==> src/rtl/periph_clk_gate_seq.sv <==
// rtl/periph_clk_gate_seq.sv - per-peripheral clock-gate sequencer with idle handshake
//
// Purpose:
//   One independent FSM per channel (OFF, WAKE, ON, DRAIN). The channel runs a
//   handshake with its peripheral instead of forwarding the register bit
//   straight to the gating cell. The peripheral must acknowledge idle before
//   its clock stops. The clock must run WAKE_CYCLES before the idle request is
//   released.
//   Optional feature macro: CLK_GATE_TIMEOUT_EN. When it is defined, a DRAIN
//   that gets no acknowledge within TIMEOUT_CYCLES forces OFF and sets a
//   sticky timeout flag.
//
// Ports:
//   HCLK           system clock, rising edge
//   HRESETn        asynchronous active-low reset
//   clk_gate_i     requested clock state per channel (1 = on)
//   idle_ack_i     peripheral quiescent; used only in DRAIN
//   timeout_clr_i  pulse clearing all sticky timeout flags
//   clk_en_o       enable to clock-gating cell per channel
//   idle_req_o     idle request to peripheral per channel
//   status_o       channel stably ON
//   busy_o         any channel in WAKE or DRAIN
//   timeout_o      sticky per-channel drain-timeout flag

module periph_clk_gate_seq #(
  parameter int NUM_PERIPH     = 8,
  parameter int WAKE_CYCLES    = 4,
  parameter int TIMEOUT_CYCLES = 256
) (
  input  logic                  HCLK,
  input  logic                  HRESETn,
  input  logic [NUM_PERIPH-1:0] clk_gate_i,
  input  logic [NUM_PERIPH-1:0] idle_ack_i,
  input  logic                  timeout_clr_i,
  output logic [NUM_PERIPH-1:0] clk_en_o,
  output logic [NUM_PERIPH-1:0] idle_req_o,
  output logic [NUM_PERIPH-1:0] status_o,
  output logic                  busy_o,
  output logic [NUM_PERIPH-1:0] timeout_o
);

`ifdef CLK_GATE_TIMEOUT_EN
  localparam int CNT_MAX = (WAKE_CYCLES > TIMEOUT_CYCLES) ? WAKE_CYCLES : TIMEOUT_CYCLES;
`else
  localparam int CNT_MAX = WAKE_CYCLES;
`endif
  localparam int CNT_W = (CNT_MAX < 1) ? 1 : $clog2(CNT_MAX + 1);

  typedef enum logic [1:0] {
    ST_OFF   = 2'd0,
    ST_WAKE  = 2'd1,
    ST_ON    = 2'd2,
    ST_DRAIN = 2'd3
  } state_t;

  state_t           state_q [NUM_PERIPH];
  state_t           state_d [NUM_PERIPH];
  logic [CNT_W-1:0] cnt_q   [NUM_PERIPH];
  logic [CNT_W-1:0] cnt_d   [NUM_PERIPH];
  logic [NUM_PERIPH-1:0] busy_vec;
  logic [NUM_PERIPH-1:0] to_set;

  always_ff @(posedge HCLK or negedge HRESETn) begin
    if (!HRESETn) begin
      for (int i = 0; i < NUM_PERIPH; i++) begin
        state_q[i] <= ST_OFF;
        cnt_q[i]   <= '0;
      end
    end else begin
      for (int i = 0; i < NUM_PERIPH; i++) begin
        state_q[i] <= state_d[i];
        cnt_q[i]   <= cnt_d[i];
      end
    end
  end

  always_comb begin
    to_set = '0;
    for (int i = 0; i < NUM_PERIPH; i++) begin
      state_d[i] = state_q[i];
      cnt_d[i]   = cnt_q[i];
      case (state_q[i])
        ST_OFF: begin
          if (clk_gate_i[i]) begin
            state_d[i] = ST_WAKE;
            cnt_d[i]   = CNT_W'(WAKE_CYCLES - 1);
          end
        end
        // A gate drop during WAKE is deliberately ignored; ON handles it next.
        ST_WAKE: begin
          if (cnt_q[i] == '0) begin
            state_d[i] = ST_ON;
          end else begin
            cnt_d[i] = cnt_q[i] - CNT_W'(1);
          end
        end
        ST_ON: begin
          if (!clk_gate_i[i]) begin
            state_d[i] = ST_DRAIN;
`ifdef CLK_GATE_TIMEOUT_EN
            cnt_d[i]   = CNT_W'(TIMEOUT_CYCLES - 1);
`endif
          end
        end
        ST_DRAIN: begin
          // Re-enable beats a same-cycle ack because the clock never stopped.
          if (clk_gate_i[i]) begin
            state_d[i] = ST_ON;
          end else if (idle_ack_i[i]) begin
            state_d[i] = ST_OFF;
`ifdef CLK_GATE_TIMEOUT_EN
          end else if (cnt_q[i] == '0) begin
            state_d[i] = ST_OFF;
            to_set[i]  = 1'b1;
          end else begin
            cnt_d[i] = cnt_q[i] - CNT_W'(1);
`endif
          end
        end
        default: begin
          state_d[i] = ST_OFF;
        end
      endcase
    end
  end

  // Moore outputs from registered state only.
  always_comb begin
    clk_en_o   = '0;
    idle_req_o = '1;
    status_o   = '0;
    busy_vec   = '0;
    for (int i = 0; i < NUM_PERIPH; i++) begin
      case (state_q[i])
        ST_OFF: begin
          clk_en_o[i]   = 1'b0;
          idle_req_o[i] = 1'b1;
        end
        ST_WAKE: begin
          clk_en_o[i]   = 1'b1;
          idle_req_o[i] = 1'b1;
          busy_vec[i]   = 1'b1;
        end
        ST_ON: begin
          clk_en_o[i]   = 1'b1;
          idle_req_o[i] = 1'b0;
          status_o[i]   = 1'b1;
        end
        ST_DRAIN: begin
          clk_en_o[i]   = 1'b1;
          idle_req_o[i] = 1'b1;
          busy_vec[i]   = 1'b1;
        end
        default: begin
          clk_en_o[i]   = 1'b0;
          idle_req_o[i] = 1'b1;
        end
      endcase
    end
  end

  assign busy_o = |busy_vec;

`ifdef CLK_GATE_TIMEOUT_EN
  logic [NUM_PERIPH-1:0] timeout_q;

  // Set wins over a same-cycle clear.
  always_ff @(posedge HCLK or negedge HRESETn) begin
    if (!HRESETn) begin
      timeout_q <= '0;
    end else begin
      timeout_q <= (timeout_q & ~{NUM_PERIPH{timeout_clr_i}}) | to_set;
    end
  end

  assign timeout_o = timeout_q;
`else
  logic unused_timeout;
  assign unused_timeout = timeout_clr_i | (|to_set);
  assign timeout_o      = '0;
`endif

endmodule

==> config.mk <==
export PLATFORM = sky130hd
export DESIGN_NAME = periph_clk_gate_seq
export DESIGN_NICKNAME = d
export VERILOG_FILES = /design/src/rtl/periph_clk_gate_seq.sv
export SDC_FILE = /design/constraint.sdc
export NUM_CORES = 1
export LEC_CHECK = 0
export ABC_AREA = 1
export CORE_MARGIN = 5
export CORE_UTILIZATION = 57
export DETAILED_ROUTE_END_ITERATION = 8
export HOLD_SLACK_MARGIN = 0.05
export PLACE_DENSITY = 0.92
export SYNTH_ARGS = -nofsm -noshare
export SYNTH_HDL_FRONTEND = slang
export SYNTH_SLANG_ARGS = --single-unit
==> constraint.sdc <==
create_clock -name HCLK -period 3.15 [get_ports HCLK]
set_input_delay 0.7875 -clock HCLK [delete_from_list [all_inputs] [get_ports HCLK]]
set_output_delay 0.7875 -clock HCLK [all_outputs]
set_load 0.01 [all_outputs]
Yosys cells after proc, flatten, opt, wreduce, memory -nomap -nowiden

Index checks and enable logic that the tools add are counted.

Bits of input ports: 19
Memory bits (read-only): 0
Memories kept: 0
Output and inout port bits: 33
Latch bits: 0
Logic and storage cells: 257
Bits in writable memories: 0
Register bits after elaboration: 40

Magnitude comparators: 0
Reduce and logical (&&, ||, !) cells: 65
$add $sub $neg: 8
Multipliers: 0
Bitwise gates (word level): 0
Shift-type cells: 0
Equality and inequality tests: 64
Divide/modulo/power cells: 0
Muxes and demuxes: 104

Operators with widths:

| operator                                                               | count |
|---|---|
| 2-bit two-way mux                                                      | 40 |
| 2-bit != test (second input constant)                                  | 32 |
| 2-bit case mux with 4 select lines                                     | 8 |
| 3-bit two-way mux                                                      | 16 |
| 3-bit case mux with 2 select lines                                     | 8 |
| 3-bit OR reduction                                                     | 16 |
| 2-bit equality test (second input constant)                            | 16 |
| 1-bit case mux with 2 select lines                                     | 16 |
| 4-bit AND reduction                                                    | 8 |
| 3-bit logical NOT                                                      | 8 |
| 3-bit != test (second input constant)                                  | 8 |
| 3-bit AND reduction                                                    | 8 |
| 3-bit by 1-bit subtractor with 3-bit output (second input constant)    | 8 |
| 2-bit by 1-bit equality test with 1-bit output (second input constant) | 8 |
| 2-bit logical NOT                                                      | 8 |
| 1-bit two-way mux                                                      | 16 |
| 2-bit nonzero test                                                     | 8 |
| 2-bit OR reduction                                                     | 8 |
| 8-bit OR reduction                                                     | 1 |

Depth between registers and ports, before layout

Gate-level depths: netlist (run 1).

Depth in word-level cells: 4
Gate-level depth with buffers: 9
Gate-level depth less buffers: 9

Worst setup path after synthesis (run 1)

Ideal clock, no wire load.

Path kind: flip-flop to output port
From: reg state_q[0] (netlist bit)
To: out idle_req_o[7]
Path buffers: 1
Required time: 2.362 ns
Arrival: 0.797 ns
Slack: 1.565 ns
Stages on the path, launching flop included: 4
Cells stage by stage: dfrtp_1 -> buf_6 -> nor2_1 -> inv_1

Cells in the longest elaborated chain, start to end: 3
Elaborated cells on any way between the ends: 6
Classes of those cells: eq/ne (3); mux (1); reduce/logical (2)

RTL lines:

| what                                        | RTL line | text |
|---|---|---|
| start, declared                             | 56       | `state_t state_q [NUM_PERIPH];` |
| start signal, assigned by index             | 71       | `state_q[i] <= state_d[i];` |
| 2-bit equality test (tied with other cells) | 134      | `case (state_q[i])` |
| 3-bit OR reduction (no line)                | n/a      |  |
| 1-bit case mux with 2 select lines *        | 134      |  |
| end, declared                               | 36       | `output logic [NUM_PERIPH-1:0] idle_req_o,` |

Mark *: on every way between the ends. The rest lies on a longest branch, timed or not.

Final worst setup path (run 1)

From: reg state_q[8] (netlist bit)
To: out busy_o

Cells in the longest elaborated chain, start to end: 4
Elaborated cells on any way between the ends: 5
Classes of those cells: eq/ne (2); mux (1); reduce/logical (2)

RTL lines:

| what                                                                                  | RTL line | text |
|---|---|---|
| 2-bit equality test or 2-bit by 1-bit equality test with 1-bit output (tied branches) | 134      |  |
| 2-bit OR reduction (no line) *                                                        | n/a      |  |
| 1-bit two-way mux *                                                                   | 134      |  |
| 8-bit OR reduction *                                                                  | 162      | `assign busy_o = \|busy_vec;` |
| end, declared                                                                         | 38       | `output logic busy_o,` |

Marked as above.

==> results of run 1 <==
## how the worst max path moves through the flow
stage,endpoint,from,slack [ps],depth (start not counted)
global placement,busy_o,state_q[8]$_DFFE_PN0P_,1030,3
detailed placement,busy_o,state_q[8]$_DFFE_PN0P_,1020,3
global route,busy_o,state_q[8]$_DFFE_PN0P_,590,3
finish,busy_o,state_q[8]$_DFFE_PN0P_,700,3
floorplan,idle_req_o[7],state_q[0]$_DFFE_PN0P_,1570,3
CTS,busy_o,state_q[8]$_DFFE_PN0P_,690,3
## report_power, final
group	switching, uW	total (uW)	internal, uW
registers	268	1030	757
clock network	173	348	175
logic	1050	1840	789
## cell type report
type,instances,area (sq um)
fill,378,1413
multi-input combinational,293,1391
sequential,40,1001
timing repair buffer,42,415.4
inverter,83,311.5
clock buffer,6,82.58
tap,54,67.56
clock inverter,2,10.01
## synthesized netlist by cell type, drive strengths merged
cell | count | share of area [%]
nand4 | 2 | 0.46
nand2 | 121 | 17
dfrtp | 40 | 36
nor2 | 78 | 12
o21a | 1 | 0.27
nor4 | 2 | 0.46
buf | 9 | 2.6
a21oi | 16 | 2.9
conb | 1 | 0.14
inv | 83 | 11
nand3 | 40 | 7.3
o21ai | 6 | 1.2
xnor2 | 1 | 0.32
ha | 16 | 7.3
nor3 | 1 | 0.18
a31oi | 1 | 0.23
## metal layers
metal	wire, um	up-vias	share of wire, %	GRT usage, %
met4	112	0	2.0	10.31
met3	280	10	5.1	4.176
met1	2431	1166	44	21.05
met2	2651	71	48	33.64
met5	0	-	0	0
li1	-	1343	-	-
## metrics by stage
step	instance area, sq um	instances	utilization [%]	total power, uW
2_1_floorplan	2775	425	-	2233
3_3_place_gp	3187	512	67.92	2769
3_5_place_dp	3187	512	67.92	2878
4_1_cts	3279	520	69.89	3242
5_1_grt	3279	520	69.89	3565
6_report	3279	520	69.89	3215
## critical path: stages (launching register included)
cell	delay [ps]
dfrtp_1	480
nor4_1	310
nand2_1	100
clkdlybuf4s50_1	490
## kinds of logic after synthesis
| logic type | after synthesis | synth area share, % |
|---|---|---|
| buf+inv | 92 | 13.93 |
| fa+ha+maj | 16 | 7.283 |
| xor+xnor | 1 | 0.3187 |
| other cells | 1 | 0.1364 |
| flops | 40 | 36.41 |
| simple gates | 244 | 37.28 |
| compound gates | 24 | 4.643 |
## sequential cells by signal (all words and copies together) (netlist names)
signal / count
state_q: 16
cnt_q: 24
## layout by cell type (no fill, tap or decap), types with 2 or more instances in the layout
cell             Yosys  final
nand2_1            117    117
inv_1               80     80
nor2_1              69     69
clkdlybuf4s50_1      0     41
nand3_1             40     40
dfrtp_1             40     40
a21oi_1             16     16
ha_1                16     16
conb_1               1      8
nor2_2               6      6
clkbuf_8             0      6
o21ai_0              5      5
nand2_2              4      4
inv_2                3      3
nor2_4               3      3
nor4_1               2      2
nand4_1              2      2
clkinv_2             0      2
==> flow_metrics.env, run 1 <==
export IMPL_status="complete, no violations"
export IMPL_maxSlewViolCount=0
export IMPL_final_hold_viol_count=0
export IMPL_cts_path_max_buffers=2
export IMPL_setup_slack_ps=697.1
export IMPL_cap_violations=0
export IMPL_hold_path_class="flop to flop"
export IMPL_postSynthCellCount=418
export IMPL_grt_antenna_before_repair=0
export IMPL_leakagePower_uw=0.001855
export IMPL_drtIter0Drc=89
export IMPL_core_sq_mm=0.004692
export IMPL_cts_sinks=40
export IMPL_routabilityCongestion=0.8550
export IMPL_tritoncts="built"
export IMPL_hold_buffers=0
export IMPL_clk_pin_slew_worst_paths_ps=80
export IMPL_via_count=2590
export IMPL_relSlewSlack_pct=41.01
export IMPL_dp_slack_ps=1019
export IMPL_post_cts_resized=0
export IMPL_io_pins=52
export IMPL_crit_path_start_kind="flop"
export IMPL_dr_pass1_iters=5
export IMPL_drive_gt1_share_pct=5.579
export IMPL_finalSetupViolCount=0
export IMPL_reg2reg_from="cnt_q[12]$_DFFE_PN0P_"
export IMPL_cp_max_fo=7
export IMPL_synth_seq_cells=40
export IMPL_reg2reg_depth=8
export IMPL_drc=0
export IMPL_die_w_um=79.45
export IMPL_irDropWorstVdd_mv=0.4858
export IMPL_cts_root_buf="clkbuf_8"
export IMPL_grt_pass1_vias=2480
export IMPL_die_h_um=79.45
export IMPL_grt_pass1_wl_mm=9.660
export IMPL_end_kind="output port"
export IMPL_hp_start="cnt_q[6]$_DFFE_PN0P_"
export IMPL_min_path_cells=1
export IMPL_insertion_delay_ps=290
export IMPL_worstSetupPathType="flop to output port"
export IMPL_reg2reg_to="state_q[8]$_DFFE_PN0P_"
export IMPL_setup_tns_ps=0
export IMPL_worst_hold_path_endpoint="cnt_q[6]$_DFFE_PN0P_"
export IMPL_skew_ps=5.392
export IMPL_power_density_mw_per_mm2=980.5
export IMPL_grtUsageTotal_pct=19.02
export IMPL_start_util_pct=58.59
export IMPL_avgSynthCellArea_sq_um=6.576
export IMPL_areaGrowthSynthToFinish_pct=19.30
export IMPL_r2r_slack_ps=1820
export IMPL_antenna_left=0
export IMPL_required_ps=2360
export IMPL_num_antenna_cells=0
export IMPL_fin_crit_sh_pct=77.87
export IMPL_wl_per_cell_um=10.53
export IMPL_io_buffers=42
export IMPL_vias_per_cell=4.981
export IMPL_cts_setup_buffers=0
export IMPL_dieArea_sq_mm=0.006312
export IMPL_hpwl_mm=4.347
export IMPL_max_freq_mhz=407.7
export IMPL_nNetsFinal=500
export IMPL_worst_hold_slack_ps=468.4
export IMPL_wl_mm=5.475
export IMPL_layout_min_cycle_time_ps=2453
export IMPL_seq_area_frac_synth_pct=36.41
export IMPL_syn_cell_area_sq_mm=0.002749
export IMPL_grt_overflow=0
export IMPL_crit_arrival_ps=1670
export IMPL_cts_htree_levels=2
export IMPL_ys_types=22
export IMPL_numCtsBuffers=5
export IMPL_tightest_slew_ps=884.9
export IMPL_rsz0062_at_grt="false"
export IMPL_grt_max_degree=41
export IMPL_row_count=25
export IMPL_ys_warnings_count=0
(Power assumes the default switching activity.)
==> run 2, diff against run 1 <==
- CORE_UTILIZATION: 57 -> 47
- PLACE_DENSITY: 0.92 -> 0.82
- clock period: 3.15 -> 2.2 ns (I/O delays scaled with it)
==> run 2 against run 1 <==
  * Worst setup slack got worse by 590 ps
  * Combinational power grew 42%
  * Critical path type unchanged
  * Clock-buffer cell count stayed put
  * Sequential cell count unchanged
  * Sequential power up 43%
  * Critical path depth unchanged
  * Final cell count up 3.7%
  * Non-clock buffer count up 1
==> flow_metrics.env, run 2 (synthesis gave the netlist of run 1 again) <==
export IMPL_grtUsageTotal_pct=15.54
export IMPL_antenna_left=0
export IMPL_clk_pin_slew_worst_paths_ps=80
export IMPL_routabilityCongestion=0.8651
export IMPL_required_ps=1650
export IMPL_die_w_um=86.48
export IMPL_cts_htree_levels=2
export IMPL_largestRegisters="cnt_q x24, state_q x16"
export IMPL_post_cts_resized=1
export IMPL_insertion_delay_ps=290
export IMPL_row_count=27
export IMPL_hold_path_class="input port to asynchronous set/reset pin"
export IMPL_fin_crit_sh_pct=95.01
export IMPL_dp_cells=531
export IMPL_cts_root_buf="clkbuf_8"
export IMPL_vias_per_cell=4.716
export IMPL_die_h_um=86.48
export IMPL_areaGrowthSynthToFinish_pct=22.03
export IMPL_numCtsBuffers=5
export IMPL_skew_ps=4.127
export IMPL_dr_pass1_iters=4
export IMPL_drtIter0Drc=148
export IMPL_leakagePower_uw=0.001876
export IMPL_layout_min_cycle_time_ps=2090
export IMPL_hold_buffers=0
export IMPL_via_count=2542
export IMPL_final_cells=539
export IMPL_drc=0
export IMPL_dieArea_sq_mm=0.007478
export IMPL_grt_pass1_wl_mm=9.501
export IMPL_drive_gt1_share_pct=7.281
export IMPL_final_common_cell="nand2_1"
export IMPL_fillCellCount=529
export IMPL_cp_max_fo=8
export IMPL_core_sq_mm=0.005608
export IMPL_nNetsFinal=501
export IMPL_cts_path_max_buffers=2
export IMPL_mostFrequentLayoutCells="nand2_1 (117), inv_1 (78), nor2_1 (69)"
export IMPL_grt_max_degree=41
export IMPL_grt_pass1_vias=2337
export IMPL_cts_setup_buffers=0
export IMPL_num_antenna_cells=0
export IMPL_maxSlewViolCount=0
export IMPL_crit_path_start_kind="flop"
export IMPL_end_kind="output port"
export IMPL_multi_input_area_sq_mm=0.001398
export IMPL_power_density_mw_per_mm2=1392
export IMPL_worstSetupPathType="flop to output port"
export IMPL_tritoncts="built"
export IMPL_cts_sinks=40
export IMPL_wl_mm=5.332
export IMPL_hpwl_mm=4.305
export IMPL_grt_overflow=0
export IMPL_wl_per_cell_um=9.892
export IMPL_regArea_sq_mm=0.001007
export IMPL_grt_antenna_before_repair=0
export IMPL_irDropWorstVdd_mv=0.7072
export IMPL_final_hold_viol_count=0
export IMPL_largest_reg_flops=24
export IMPL_finalSetupViolCount=0
export IMPL_crit_arrival_ps=1540
export IMPL_regMostFlops="cnt_q"
export IMPL_max_freq_mhz=478.4
export IMPL_setup_tns_ps=0
export IMPL_io_pins=52
export IMPL_start_util_pct=49.02
export IMPL_io_buffers=42
export IMPL_rsz0062_at_grt="false"
export IMPL_cap_violations=0
export IMPL_status="complete, no violations"
## run 2: changes by cell type in the layout (fill, tap and decap cells not counted), sizes merged
cell	previous run	this run
dlymetal6s2s	0	2
buf	1	2
clkinv	2	1
bufinv	0	1
clkdlybuf4s50	41	39
## run 2: per-layer routing
metal,track usage [%],share of wire (%)
met1,18.42,46
met2,27.47,46
met3,4.183,6.2
met4,4.391,1.1
met5,0,0
## run 2: final timing paths
| path | from | to | slack, ps | cells after the start |
|---|---|---|---|---|
| max | state_q[0]$_DFFE_PN0P_ | clk_en_o[7] | 110 | 3 |
| min reg2reg | cnt_q[18]$_DFFE_PN0P_ | cnt_q[18]$_DFFE_PN0P_ | 470 | 1 |
| max reg2reg | cnt_q[0]$_DFFE_PN0P_ | cnt_q[2]$_DFFE_PN0P_ | 880 | 6 |
| min | HRESETn | cnt_q[21]$_DFFE_PN0P_ | 210 | 2 |
| min in group HCLK | cnt_q[18]$_DFFE_PN0P_ | cnt_q[18]$_DFFE_PN0P_ | 470 | 1 |
| max in group asynchronous | HRESETn | state_q[8]$_DFFE_PN0P_ | 1780 | 2 |
## run 2: cell type report
cell class | count | share of cell area (%)
Timing Repair Buffer | 43 | 13.13
Tap cell | 72 | 2.686
Inverter | 83 | 9.288
Multi-Input combinational cell | 293 | 41.66
Sequential cell | 40 | 30.03
Clock buffer | 6 | 2.163
Clock inverter | 2 | 1.044
## run 2: metrics by stage
stage	utilization [%]	setup slack [ps]	area, sq um	hold WS [ps]	power (uW)
2_1_floorplan	-	852.5	2775	254.4	3197
3_3_place_gp	57.59	314.9	3229	454.2	3976
3_5_place_dp	57.59	327.6	3229	457.8	4091
4_1_cts	59.53	10.60	3338	216.8	4701
5_1_grt	59.82	6.029	3354	222.1	5195
6_report	59.82	109.9	3354	211.9	4670
## run 2: critical path, stage by stage (launching register included)
cell	delay, ps
dfrtp_1	480
nor2_1	90
inv_1	120
clkdlybuf4s50_1	550
## run 2: report_power, final
part           switching [uW]  internal, uW  total, uW
registers                 380          1090       1470
clock network             251           337        588
logic                    1480          1130       2610
